===== src/rtl/compuertas_pkg.sv =====
// Shared types and constants for the gate-unit sequencer.
// Latency: n/a (declarations only).
// Backpressure: n/a.
package compuertas_pkg;

  // Sequencer states: idle, enable gate, hold inputs, sample, deliver table, end pulse
  typedef enum logic [2:0] {
    REPOSO   = 3'd0,
    ACTIVAR  = 3'd1,
    APLICAR  = 3'd2,
    MUESTREO = 3'd3,
    ENTREGA  = 3'd4,
    FIN      = 3'd5
  } estado_t;

  // A 3-input gate has 8 input combinations, indexed by a 3-bit counter
  localparam int NUM_COMB   = 8;
  localparam int ANCHO_COMB = 3;

  // Maximum settle count representable by the wait counter
  localparam int ANCHO_ESPERA = 4;

endpackage


===== src/rtl/compuertas_espera.sv =====
// Settle counter: cleared by carga_i, counts while cuenta_i, flags when objetivo_i reached.
// Latency: listo_o is combinational from the count register (objetivo_i+1 counting cycles after clear).
// Backpressure: none; the counter saturates at the target until cleared again.
module compuertas_espera #(
  parameter int ANCHO = 4
) (
  input  logic             clk,
  input  logic             rst_n,
  input  logic             carga_i,
  input  logic             cuenta_i,
  input  logic [ANCHO-1:0] objetivo_i,
  output logic             listo_o
);

  logic [ANCHO-1:0] cnt_q;
  logic [ANCHO-1:0] cnt_d;

  assign listo_o = (cnt_q == objetivo_i);

  // Next count: clear has priority, then count up until the target is reached
  always_comb begin
    cnt_d = cnt_q;
    if (carga_i) begin
      cnt_d = '0;
    end else if (cuenta_i && !listo_o) begin
      cnt_d = cnt_q + 1'b1;
    end
  end

  // Count register
  always_ff @(posedge clk or negedge rst_n) begin
    if (!rst_n) begin
      cnt_q <= '0;
    end else begin
      cnt_q <= cnt_d;
    end
  end

endmodule


===== src/rtl/compuertas_secuenciador.sv =====
// Sweeps gate selects, drives all 8 input combinations per gate and builds its truth table.
// Latency: 1 + 8*(SETTLE+1) cycles from ACTIVAR to tabla_valida_o for each gate.
// Backpressure: table held in ENTREGA with gate inputs frozen until tabla_lista_i.
module compuertas_secuenciador
  import compuertas_pkg::*;
#(
  parameter int SETTLE    = 2,
  parameter int ANCHO_SEL = 3
) (
  input  logic                 clk,
  input  logic                 rst_n,
  input  logic                 inicio_i,
  input  logic                 cancelar_i,
  input  logic [ANCHO_SEL-1:0] sel_ini_i,
  input  logic [ANCHO_SEL-1:0] sel_fin_i,
  output logic                 ocupado_o,
  output logic                 fin_o,
  output logic                 error_o,
  output logic                 act_o,
  output logic [ANCHO_SEL-1:0] sel_o,
  output logic                 ent1_o,
  output logic                 ent2_o,
  output logic                 ent3_o,
  input  logic                 sal_i,
  output logic [7:0]           tabla_o,
  output logic [ANCHO_SEL-1:0] tabla_sel_o,
  output logic                 tabla_valida_o,
  input  logic                 tabla_lista_i
);

  // APLICAR lasts SETTLE cycles; the counter flags on its last one.
  // With SETTLE=0 APLICAR is skipped, so the target value is irrelevant.
  localparam logic [ANCHO_ESPERA-1:0] OBJETIVO =
    (SETTLE == 0) ? '0 : ANCHO_ESPERA'(SETTLE - 1);
  localparam logic [ANCHO_COMB-1:0] ULTIMA_COMB = ANCHO_COMB'(NUM_COMB - 1);

  estado_t                 estado_q, estado_d;
  logic [ANCHO_SEL-1:0]    sel_q, sel_d;
  logic [ANCHO_SEL-1:0]    sel_fin_q, sel_fin_d;
  logic [ANCHO_COMB-1:0]   comb_q, comb_d;
  logic [NUM_COMB-1:0]     tabla_int_q, tabla_int_d;
  logic [7:0]              tabla_q, tabla_d;
  logic [ANCHO_SEL-1:0]    tabla_sel_q, tabla_sel_d;
  logic                    fin_err_q, fin_err_d;

  logic                    espera_carga;
  logic                    espera_cuenta;
  logic                    espera_listo;
  logic                    rango_ok;
  logic                    ultimo_sel;
  estado_t                 tras_comb;

  assign espera_carga  = (estado_q == ACTIVAR) || (estado_q == MUESTREO);
  assign espera_cuenta = (estado_q == APLICAR);

  compuertas_espera #(
    .ANCHO (ANCHO_ESPERA)
  ) u_espera (
    .clk        (clk),
    .rst_n      (rst_n),
    .carga_i    (espera_carga),
    .cuenta_i   (espera_cuenta),
    .objetivo_i (OBJETIVO),
    .listo_o    (espera_listo)
  );

  // Compare with one extra bit so sel_fin = all-ones ends the sweep without wrapping
  assign rango_ok   = ({1'b0, sel_ini_i} <= {1'b0, sel_fin_i});
  assign ultimo_sel = ({1'b0, sel_q} >= {1'b0, sel_fin_q});
  assign tras_comb  = (SETTLE == 0) ? MUESTREO : APLICAR;

  // Outputs decoded from registered state only
  assign ocupado_o      = (estado_q != REPOSO);
  assign act_o          = (estado_q == ACTIVAR) || (estado_q == APLICAR) ||
                          (estado_q == MUESTREO) || (estado_q == ENTREGA);
  assign fin_o          = (estado_q == FIN) || fin_err_q;
  assign error_o        = fin_err_q;
  assign sel_o          = sel_q;
  assign ent1_o         = comb_q[2];
  assign ent2_o         = comb_q[1];
  assign ent3_o         = comb_q[0];
  assign tabla_o        = tabla_q;
  assign tabla_sel_o    = tabla_sel_q;
  assign tabla_valida_o = (estado_q == ENTREGA);

  // Next-state and datapath updates; abort overrides everything outside REPOSO
  always_comb begin
    estado_d    = estado_q;
    sel_d       = sel_q;
    sel_fin_d   = sel_fin_q;
    comb_d      = comb_q;
    tabla_int_d = tabla_int_q;
    tabla_d     = tabla_q;
    tabla_sel_d = tabla_sel_q;
    fin_err_d   = 1'b0;

    case (estado_q)
      REPOSO: begin
        if (inicio_i) begin
          if (rango_ok) begin
            sel_d     = sel_ini_i;
            sel_fin_d = sel_fin_i;
            estado_d  = ACTIVAR;
          end else begin
            fin_err_d = 1'b1;
          end
        end
      end
      ACTIVAR: begin
        comb_d      = '0;
        tabla_int_d = '0;
        estado_d    = tras_comb;
      end
      APLICAR: begin
        if (espera_listo) begin
          estado_d = MUESTREO;
        end
      end
      MUESTREO: begin
        tabla_int_d[comb_q] = sal_i;
        // Wraps 7 -> 0 so the inputs return to 000 once the table is complete
        comb_d = comb_q + 1'b1;
        if (comb_q == ULTIMA_COMB) begin
          tabla_d     = tabla_int_d;
          tabla_sel_d = sel_q;
          estado_d    = ENTREGA;
        end else begin
          estado_d = tras_comb;
        end
      end
      ENTREGA: begin
        if (tabla_lista_i) begin
          if (ultimo_sel) begin
            estado_d = FIN;
          end else begin
            sel_d    = sel_q + 1'b1;
            estado_d = ACTIVAR;
          end
        end
      end
      FIN: begin
        estado_d = REPOSO;
      end
      default: begin
        estado_d = REPOSO;
      end
    endcase

    if (cancelar_i && (estado_q != REPOSO)) begin
      estado_d    = REPOSO;
      comb_d      = '0;
      tabla_d     = tabla_q;
      tabla_sel_d = tabla_sel_q;
      sel_d       = sel_q;
    end
  end

  // State and datapath registers
  always_ff @(posedge clk or negedge rst_n) begin
    if (!rst_n) begin
      estado_q    <= REPOSO;
      sel_q       <= '0;
      sel_fin_q   <= '0;
      comb_q      <= '0;
      tabla_int_q <= '0;
      tabla_q     <= '0;
      tabla_sel_q <= '0;
      fin_err_q   <= 1'b0;
    end else begin
      estado_q    <= estado_d;
      sel_q       <= sel_d;
      sel_fin_q   <= sel_fin_d;
      comb_q      <= comb_d;
      tabla_int_q <= tabla_int_d;
      tabla_q     <= tabla_d;
      tabla_sel_q <= tabla_sel_d;
      fin_err_q   <= fin_err_d;
    end
  end

endmodule


===== config.mk =====
export PLATFORM = sky130hd
export DESIGN_NAME = compuertas_secuenciador
export DESIGN_NICKNAME = d
export VERILOG_FILES = /design/src/rtl/compuertas_pkg.sv /design/src/rtl/compuertas_espera.sv /design/src/rtl/compuertas_secuenciador.sv
export SDC_FILE = /design/constraint.sdc
export NUM_CORES = 1
export LEC_CHECK = 0
export BUFFER_PORTS_ARGS = -buffer_cell sky130_fd_sc_hd__buf_2
export CAP_MARGIN = 20
export CORE_UTILIZATION = 45
export CTS_CLUSTER_DIAMETER = 80
export CTS_CLUSTER_SIZE = 20
export DETAILED_ROUTE_END_ITERATION = 10
export MAX_ROUTING_LAYER = met4
export PLACE_DENSITY = 0.78
export RECOVER_POWER = 50
export SLEW_MARGIN = 20
export SYNTH_ARGS = -nofsm -noshare
export SYNTH_HDL_FRONTEND = slang
export SYNTH_SLANG_ARGS = --single-unit

===== constraint.sdc =====
create_clock -name clk -period 4 [get_ports clk]
set_input_delay 1 -clock clk [delete_from_list [all_inputs] [get_ports clk]]
set_output_delay 1 -clock clk [all_outputs]
set_load 0.02 [all_outputs]

==> results by group, run 1 <==
Status
  – Violations in the final reports: max-capacitance violations, max-slew violations
  – Status: finished, violations left

Power and ir drop
  – Part of the total power dissipated in the clock network: 21.9%
  – Register share of total power: 45.6%
  – Worst ir drop on vdd: 0.0003299 V
  – Pwr/cell area: 509.2 mW/mm2
  – Combinational group share of total power: 32.5%
  – Power spent charging and discharging nets: 0.0004033 W
  – Internal cell power: 0.0006824 W
  – Switching Share: 37.15%
  – Leakage component of the power: 1.091 nW

Floorplanning
  – Die boundary height: 66.45 um
  – Core area: 0.004000 mm2
  – Number of rows created at floorplan: 23
  – Initial cell density of the core: 46.73%
  – Top-level I/O count: 34
  – Width of the die: 66.45 um
  – Floorplan die area: 0.004416 mm2

Finish
  – Commonest non-fill, non-tap cells in the layout: sky130_fd_sc_hd__dfrtp_1 (36), sky130_fd_sc_hd__buf_2 (32), sky130_fd_sc_hd__nand2_1 (29), sky130_fd_sc_hd__o21ai_0 (23), sky130_fd_sc_hd__nor2_1 (13)
  – Post-route core utilization: 53.30%
  – Proportion of layout cells with a drive suffix above 1: 21.62%
  – Fill cell instance count of the final layout: 379
  – Fin cells: 272
  – Fin nets: 245
  – Area of combinational cells with multiple inputs: 878.3 um2
  – Area taken by flip-flops and latches: 900.9 um2
  – Layout overhead on the synthesized area: 14.06%
  – Commonest non-fill, non-tap cell in the layout: sky130_fd_sc_hd__dfrtp_1
  – Diodes inserted: 0

Clocking
  – Hold-fix buffer count after cts: 0
  – Resized cells post-CTS: 0
  – Source-to-sink clock delay at the later pin of the worst-skew pair: 280 ps
  – Post-CTS setup buffer count: 0
  – TritonCTS clock tree: yes
  – Buffer levels on the longest clock path: 2
  – Clock Pin Slew Worst Setup and Hold Paths: 70 ps
  – CTS H-tree lvls: 2
  – Root Driver: sky130_fd_sc_hd__clkbuf_8
  – Sinks on Clock Net: 36
  – Number of clock buffers inserted by TritonCTS: 5

Synth
  – FFs w/ async S/R, synth: 100.0%
  – YS warnings: 0
  – Netlist cell types: 39
  – Average size of a mapped cell: 9.787 um2
  – Number of synthesized flops with an enable pin: 0
  – Area share of the largest cell type after synthesis: 48.19%
  – Part of the Yosys area used for sequential elements: 48.19%
  – Cells after Synth: 191
  – Top cells by area in the synthesized netlist: sky130_fd_sc_hd__dfrtp_1 (48%), sky130_fd_sc_hd__ha_1 (7.4%), sky130_fd_sc_hd__o21ai_0 (6.2%)
  – Synthesized area: 0.001869 mm2
  – Number of synthesized register bits: 36
  – Dominant synthesized flop cell: sky130_fd_sc_hd__dfrtp_1
  – Net count after synthesis: 214
  – Dominant cell type by area after synthesis: sky130_fd_sc_hd__dfrtp_1

Hold path
  – Worst min-delay path class: reg2reg

Detailed routing
  – Vias per std cell: 5.276
  – Remaining antenna violation count: 0
  – Highest routing layer actually used: met4
  – Met1 routed wirelength after detailed routing: 1685 um
  – Routed length per placed instance: 12.80 um
  – Violation count after the first detailed-routing iteration: 79
  – WL met2: 1612 um
  – Initial DRT Pass Iterations: 4
  – Total DRC errors in the routed layout: 0
  – Detailed-route wire length: 3481 um
  – Total vias in the final route: 1435
  – Met3 Wirelength: 154 um

STA
  – Hold slack: 477.3 ps
  – Worst clock skew on the final layout: 2.628 ps
  – Highest Clock Rate: 0.3399 GHz
  – Period utilisation layout: 73.55%
  – Shortest clock period the worst path allows after layout: 2942 ps
  – Transition time at the pin with the least slew margin: 1869 ps
  – Setup ws final: 1058 ps
  – Tightest slew margin relative to the limit: -24.58%
  – Setup repair after global routing missed its margin: no
  – Post-route setup TNS: 0 ps
  – Number of hold-slack violations in the final timing report: 0
  – Final number of setup-violating endpoints: 0
  – Slew Viols, Final: 37

Placed design
  – Routability cong.: 0.7963
  – Detailed placement HPWL: 2553 um
  – Cells after DPL: 265
  – Port bufs: 33
  – Pre-CTS setup slack: 1399 ps

Critical path
  – Highest net fanout along the worst path: 11
  – CP startpoint kind: register
  – Critical path data required time: 3000 ps
  – Crit path capture type: output pin
  – Crit path arrival time: 1940 ps
  – Startpoint-to-endpoint class of the critical path: reg2out

GRT
  – Initial antenna violation count: 0
  – First-pass GRT wire length: 5920 um
  – Gr usage total: 18.50%
  – Global route overflow: 0
  – Maximum number of pins on one net before global-route repair: 37
  – Via count of the first global-routing pass: 1312

Job
  – Max-capacitance violation count: 1
[state kept, by name (all words and copies together) (netlist names)]
name / cells
comb_q: 3
error_o: 1
estado_q: 3
sel_fin_q: 3
sel_o: 3
tabla_int_q: 8
tabla_o: 8
tabla_sel_o: 3
u_espera.cnt_q: 4
[per-layer routing]
layer	vias to the layer above	global-route usage, %
met5	-	-
met4	0	6.383
met3	4	4.110
met2	37	28.70
met1	676	23.96
li1	718	-
[power by group through the flow]
stage | Combinational (W) | Clock (W) | Sequential (W)
global placement | 0.000350 | 0 | 0.000500
floorplan | 0.000268 | 0 | 0.000493
CTS | 0.000359 | 0.000243 | 0.000495
global route | 0.000399 | 0.000252 | 0.000507
finish | 0.000353 | 0.000238 | 0.000495
detailed placement | 0.000359 | 0 | 0.000500
[through the flow]
step / total power, W / cell area, um2
floorplan: 0.0007607 / 1869
global placement: 0.0008501 / 2056
detailed placement: 0.0008593 / 2056
CTS: 0.001097 / 2133
global route: 0.001158 / 2132
finish: 0.001086 / 2132
[synthesized netlist by cell type (all sizes together) (2+ instances only)]
library cell and count:
a211oi 2, a21oi 2, a22o 2, and3 2
buf 5, clkbuf 4, dfrtp 36, ha 11
inv 13, mux2 4, mux2i 9, nand2 29
nand3 5, nand3b 2, nand4 2, nor2 13
nor3 3, o211ai 2, o21a 3, o21ai 23
o22ai 2, xnor2 2, xor2 2
[critical path, stage by stage, from the launching register on]
cell and delay, ps:
sky130_fd_sc_hd__dfrtp_1 490, sky130_fd_sc_hd__nor2_1 620, sky130_fd_sc_hd__nand2_1 280, sky130_fd_sc_hd__inv_1 110, sky130_fd_sc_hd__buf_2 160
[final cells by class]
class	instances	area share (%)
clock inverters	1	0.2347
repair buffers	33	7.688
well taps	50	2.934
clock buffers	6	3.404
inverters	13	2.289
multi-input cells	133	41.20
flip-flops and latches	36	42.25
[final timing paths]
check / from / to / slack (ps) / cells after the start
min in group asynchronous: rst_n / tabla_o[4] / 1220 / 1
setup reg to reg: comb_q[1] / tabla_sel_o[2] / 1900 / 5
max in group asynchronous: rst_n / tabla_o[1] / 1700 / 1
setup / recovery: estado_q[0] / tabla_valida_o / 1060 / 4
hold / removal: tabla_o[5] / tabla_o[5] / 480 / 2
hold reg to reg: tabla_o[5] / tabla_o[5] / 480 / 2
[cell families (layout without fill, tap and decap cells)]
family,after synthesis,in the layout,share of synthesized area (%)
adders and majority gates,11,11,7.363
buffers and inverters,22,53,4.818
DFF,36,36,48.19
AOI/OAI and AO/OA,43,43,15.46
xor gates and xnor gates,4,4,1.875
and+or+nand+nor,62,62,15.06
muxes,13,13,7.229
(Power assumes the default switching activity.)
==> run 2: changes to the inputs <==
Settings changed: ABC_AREA set to 1, PLACE_DENSITY 0.78 to 0.8.
Clock period 4 ns to 2.7 ns, I/O delays scaled along.
==> results by group, run 2 <==
Critical path
  – Critical path data required time: 2030 ps (-970 ps)
  – Crit path capture type: output pin
  – Cells on worst reg2reg path: 8 (+3)
  – R2R setup slack: 1070 ps (-830 ps)
  – Startpoint-to-endpoint class of the critical path: reg2out
  – Highest net fanout along the worst path: 14 (+3)
  – CP startpoint kind: register
  – R2R Path Start: estado_q[2]
  – Crit path arrival time: 1740 ps (-200 ps)
  – R2r endpoint: tabla_o[6]

Job
  – Max-capacitance violation count: 1 (unchanged)

Finish
  – Commonest non-fill, non-tap cell in the layout: sky130_fd_sc_hd__nand2_1
  – Diodes inserted: 0 (unchanged)
  – Fill cell instance count of the final layout: 388 (+2.4%)
  – Finished Cell Area: 0.002242 mm2 (+5.2%)
  – Area of combinational cells with multiple inputs: 909.6 um2 (+3.6%)
  – Layout overhead on the synthesized area: 15.24%
  – Fin nets: 298 (+22%)
  – Fin cells: 326 (+20%)
  – Proportion of layout cells with a drive suffix above 1: 18.84% (-2.8 points)
  – Commonest non-fill, non-tap cells in the layout: sky130_fd_sc_hd__nand2_1 (78), sky130_fd_sc_hd__dfrtp_1 (36), sky130_fd_sc_hd__buf_2 (32), sky130_fd_sc_hd__inv_1 (25), sky130_fd_sc_hd__nand3_1 (20)
  – Area taken by flip-flops and latches: 900.9 um2 (unchanged)

Placed design
  – Cells after DPL: 318 (+20%)
  – Port bufs: 33 (unchanged)
  – Area after detailed placement: 0.002152 mm2 (+4.7%)
  – Routability cong.: 0.8384 (+5.3%)
  – Detailed placement HPWL: 2789 um (+9.2%)

Detailed routing
  – Vias per std cell: 5.117 (-3.0%)
  – Initial DRT Pass Iterations: 4 (unchanged)
  – Remaining antenna violation count: 0 (unchanged)
  – Detailed-route wire length: 3851 um (+11%)
  – Total vias in the final route: 1668 (+16%)
  – Routed length per placed instance: 11.81 um (-7.7%)
  – Violation count after the first detailed-routing iteration: 104 (+32%)
  – Total DRC errors in the routed layout: 0 (unchanged)

Floorplanning
  – Die boundary height: 67.76 um (+2.0%)
  – Floorplan die area: 0.004591 mm2 (+4.0%)
  – Top-level I/O count: 34 (unchanged)
  – Width of the die: 67.76 um (+2.0%)
  – Initial cell density of the core: 47.61% (+0.88 points)
  – Number of rows created at floorplan: 23 (unchanged)
  – Core area: 0.004086 mm2 (+2.2%)

STA
  – Transition time at the pin with the least slew margin: 1891 ps (+21.90 ps)
  – Number of hold-slack violations in the final timing report: 0 (unchanged)
  – Post-route setup TNS: 0 ps (unchanged)
  – Shortest clock period the worst path allows after layout: 2419 ps
  – Tightest slew margin relative to the limit: -26.04% (-1.5 points)
  – Period utilisation layout: 89.58%
  – Slew Viols, Final: 37 (unchanged)
  – Final number of setup-violating endpoints: 0 (unchanged)
  – Setup repair after global routing missed its margin: no
  – Highest Clock Rate: 0.4135 GHz
  – Worst clock skew on the final layout: 3.659 ps (+1.031 ps)
  – Hold slack: 468.2 ps (-9.079 ps)

Hold path
  – Worst min-delay path class: reg2reg
  – Endpoint of the worst hold path: tabla_o[2]
  – Launch point of the worst hold path: tabla_o[2]
  – Number of cells on the worst hold path: 2 (unchanged)

Synth
  – Dominant cell type by area after synthesis: sky130_fd_sc_hd__dfrtp_1
  – List of most frequent post-synthesis cells: sky130_fd_sc_hd__nand2_1 (77), sky130_fd_sc_hd__dfrtp_1 (36), sky130_fd_sc_hd__inv_1 (25)
  – Net count after synthesis: 261 (+22%)
  – Average size of a mapped cell: 8.175 um2 (-16%)
  – Synthesized area: 0.001946 mm2 (+4.1%)
  – Part of the Yosys area used for sequential elements: 46.30% (-1.9 points)
  – FFs w/ async S/R, synth: 100.0% (unchanged)
  – Most frequently used cell type in the post-synthesis netlist: sky130_fd_sc_hd__nand2_1
  – Number of synthesized flops with an enable pin: 0 (unchanged)
  – Cells after Synth: 238 (+25%)
  – Number of synthesized register bits: 36 (unchanged)
  – Top cells by area in the synthesized netlist: sky130_fd_sc_hd__dfrtp_1 (46%), sky130_fd_sc_hd__nand2_1 (15%), sky130_fd_sc_hd__ha_1 (7.1%)
  – Netlist cell types: 25 (-36%)
  – Dominant synthesized flop cell: sky130_fd_sc_hd__dfrtp_1
  – Area share of the largest cell type after synthesis: 46.30% (-1.9 points)
  – YS warnings: 0 (unchanged)

Power and ir drop
  – Pwr/cell area: 831.9 mW/mm2 (+63%)
  – Worst ir drop on vdd: 0.0005744 V (+74%)
  – Total design power: 0.001865 W (+72%)
  – Leakage component of the power: 1.195 nW (+9.6%)

Clocking
  – Source-to-sink clock delay at the later pin of the worst-skew pair: 300 ps (+20 ps)
  – Hold-fix buffer count after cts: 0 (unchanged)
  – Clock Pin Slew Worst Setup and Hold Paths: 70 ps (about the same)
  – Buffer levels on the longest clock path: 2 (unchanged)
  – Post-CTS setup buffer count: 0 (unchanged)
  – TritonCTS clock tree: yes
  – Root Driver: sky130_fd_sc_hd__clkbuf_8
  – Resized cells post-CTS: 0 (unchanged)
  – CTS H-tree lvls: 2 (unchanged)
  – Sinks on Clock Net: 36 (unchanged)
  – Number of clock buffers inserted by TritonCTS: 5 (unchanged)

GRT
  – First-pass GRT wire length: 6375 um (+7.7%)
  – Maximum number of pins on one net before global-route repair: 37 (unchanged)
  – Via count of the first global-routing pass: 1438 (+9.6%)
  – Gr usage total: 19.86% (+1.4 points)
  – Initial antenna violation count: 0 (unchanged)
  – Global route overflow: 0 (unchanged)

Status
  – Violations in the final reports: max-capacitance violations, max-slew violations
  – Status: finished, violations left
==> run 2: cell types whose count changed after synthesis, moves of 3 or more <==
cell / previous run / this run
sky130_fd_sc_hd__a21oi_1: 2 / 7
sky130_fd_sc_hd__nor2_1: 13 / 10
sky130_fd_sc_hd__a22o_1: 2 / 5
sky130_fd_sc_hd__clkbuf_1: 4 / 0
sky130_fd_sc_hd__inv_1: 12 / 25
sky130_fd_sc_hd__mux2_2: 4 / 0
sky130_fd_sc_hd__nand3_1: 5 / 20
sky130_fd_sc_hd__nand2_1: 29 / 77
sky130_fd_sc_hd__o21ai_0: 23 / 18
sky130_fd_sc_hd__mux2i_1: 9 / 0
sky130_fd_sc_hd__o21a_1: 3 / 0
==> run 2: worst max-delay path, cell delays in order, from the launching register on <==
cell	delay [ps]
sky130_fd_sc_hd__dfrtp_1	410
sky130_fd_sc_hd__inv_2	120
sky130_fd_sc_hd__nand2_1	300
sky130_fd_sc_hd__o22ai_1	330
sky130_fd_sc_hd__nor2_1	70
sky130_fd_sc_hd__nand2_1	60
sky130_fd_sc_hd__buf_2	160
==> run 2: worst max-delay path by stage <==
stage	to	start	slack [ps]	cells past startpoint
final	act_o	estado_q[2]	280	6
after global routing	act_o	estado_q[2]	120	6
after CTS	act_o	estado_q[2]	300	6
after detailed placement	act_o	estado_q[2]	610	6
after global placement	act_o	estado_q[2]	660	6
after floorplan	act_o	estado_q[2]	910	6
==> run 2: routing by layer <==
metal / routed length, um / part of all wire [%] / vias up / GRT usage [%]
met5: 0 / 0 / - / -
met4: 87 / 2.3 / 0 / 11.97
met3: 187 / 4.9 / 7 / 4.561
met2: 1654 / 43 / 48 / 26.61
met1: 1921 / 50 / 758 / 26.79
li1: - / - / 855 / -
==> run 2: kinds of logic after synthesis <==
family / after synthesis / share of synthesized area (%)
AO/OA/AOI/OAI: 37 / 11.25
adder cells (fa/ha/maj): 11 / 7.074
buffers and inverters: 32 / 6.817
flip-flops: 36 / 46.30
AND/OR/NAND/NOR: 122 / 28.55
==> run 2: area by class of cell <==
cell class              instances  area share (%)
multi-input cells             170           40.57
repair buffers                 33           7.310
well taps                      50           2.790
inverters                      29           4.967
clock inverters                 1          0.3348
flip-flops and latches         36           40.18
clock buffers                   7           3.850
==> run 2: where the power goes <==
part           internal, W  total (W)  switching (W)
Clock             0.000207   0.000399       0.000192
Sequential        0.000632   0.000732       0.000100
Combinational     0.000238   0.000735       0.000497
Total              0.00108    0.00187       0.000789
==> run 2: metrics by stage <==
step	setup WS [ps]	util, %
after global placement	658.9	52.66
final	281.4	54.87
after CTS	298.3	54.96
after floorplan	913.8	-
after global routing	122.4	54.87
after detailed placement	610.1	52.66
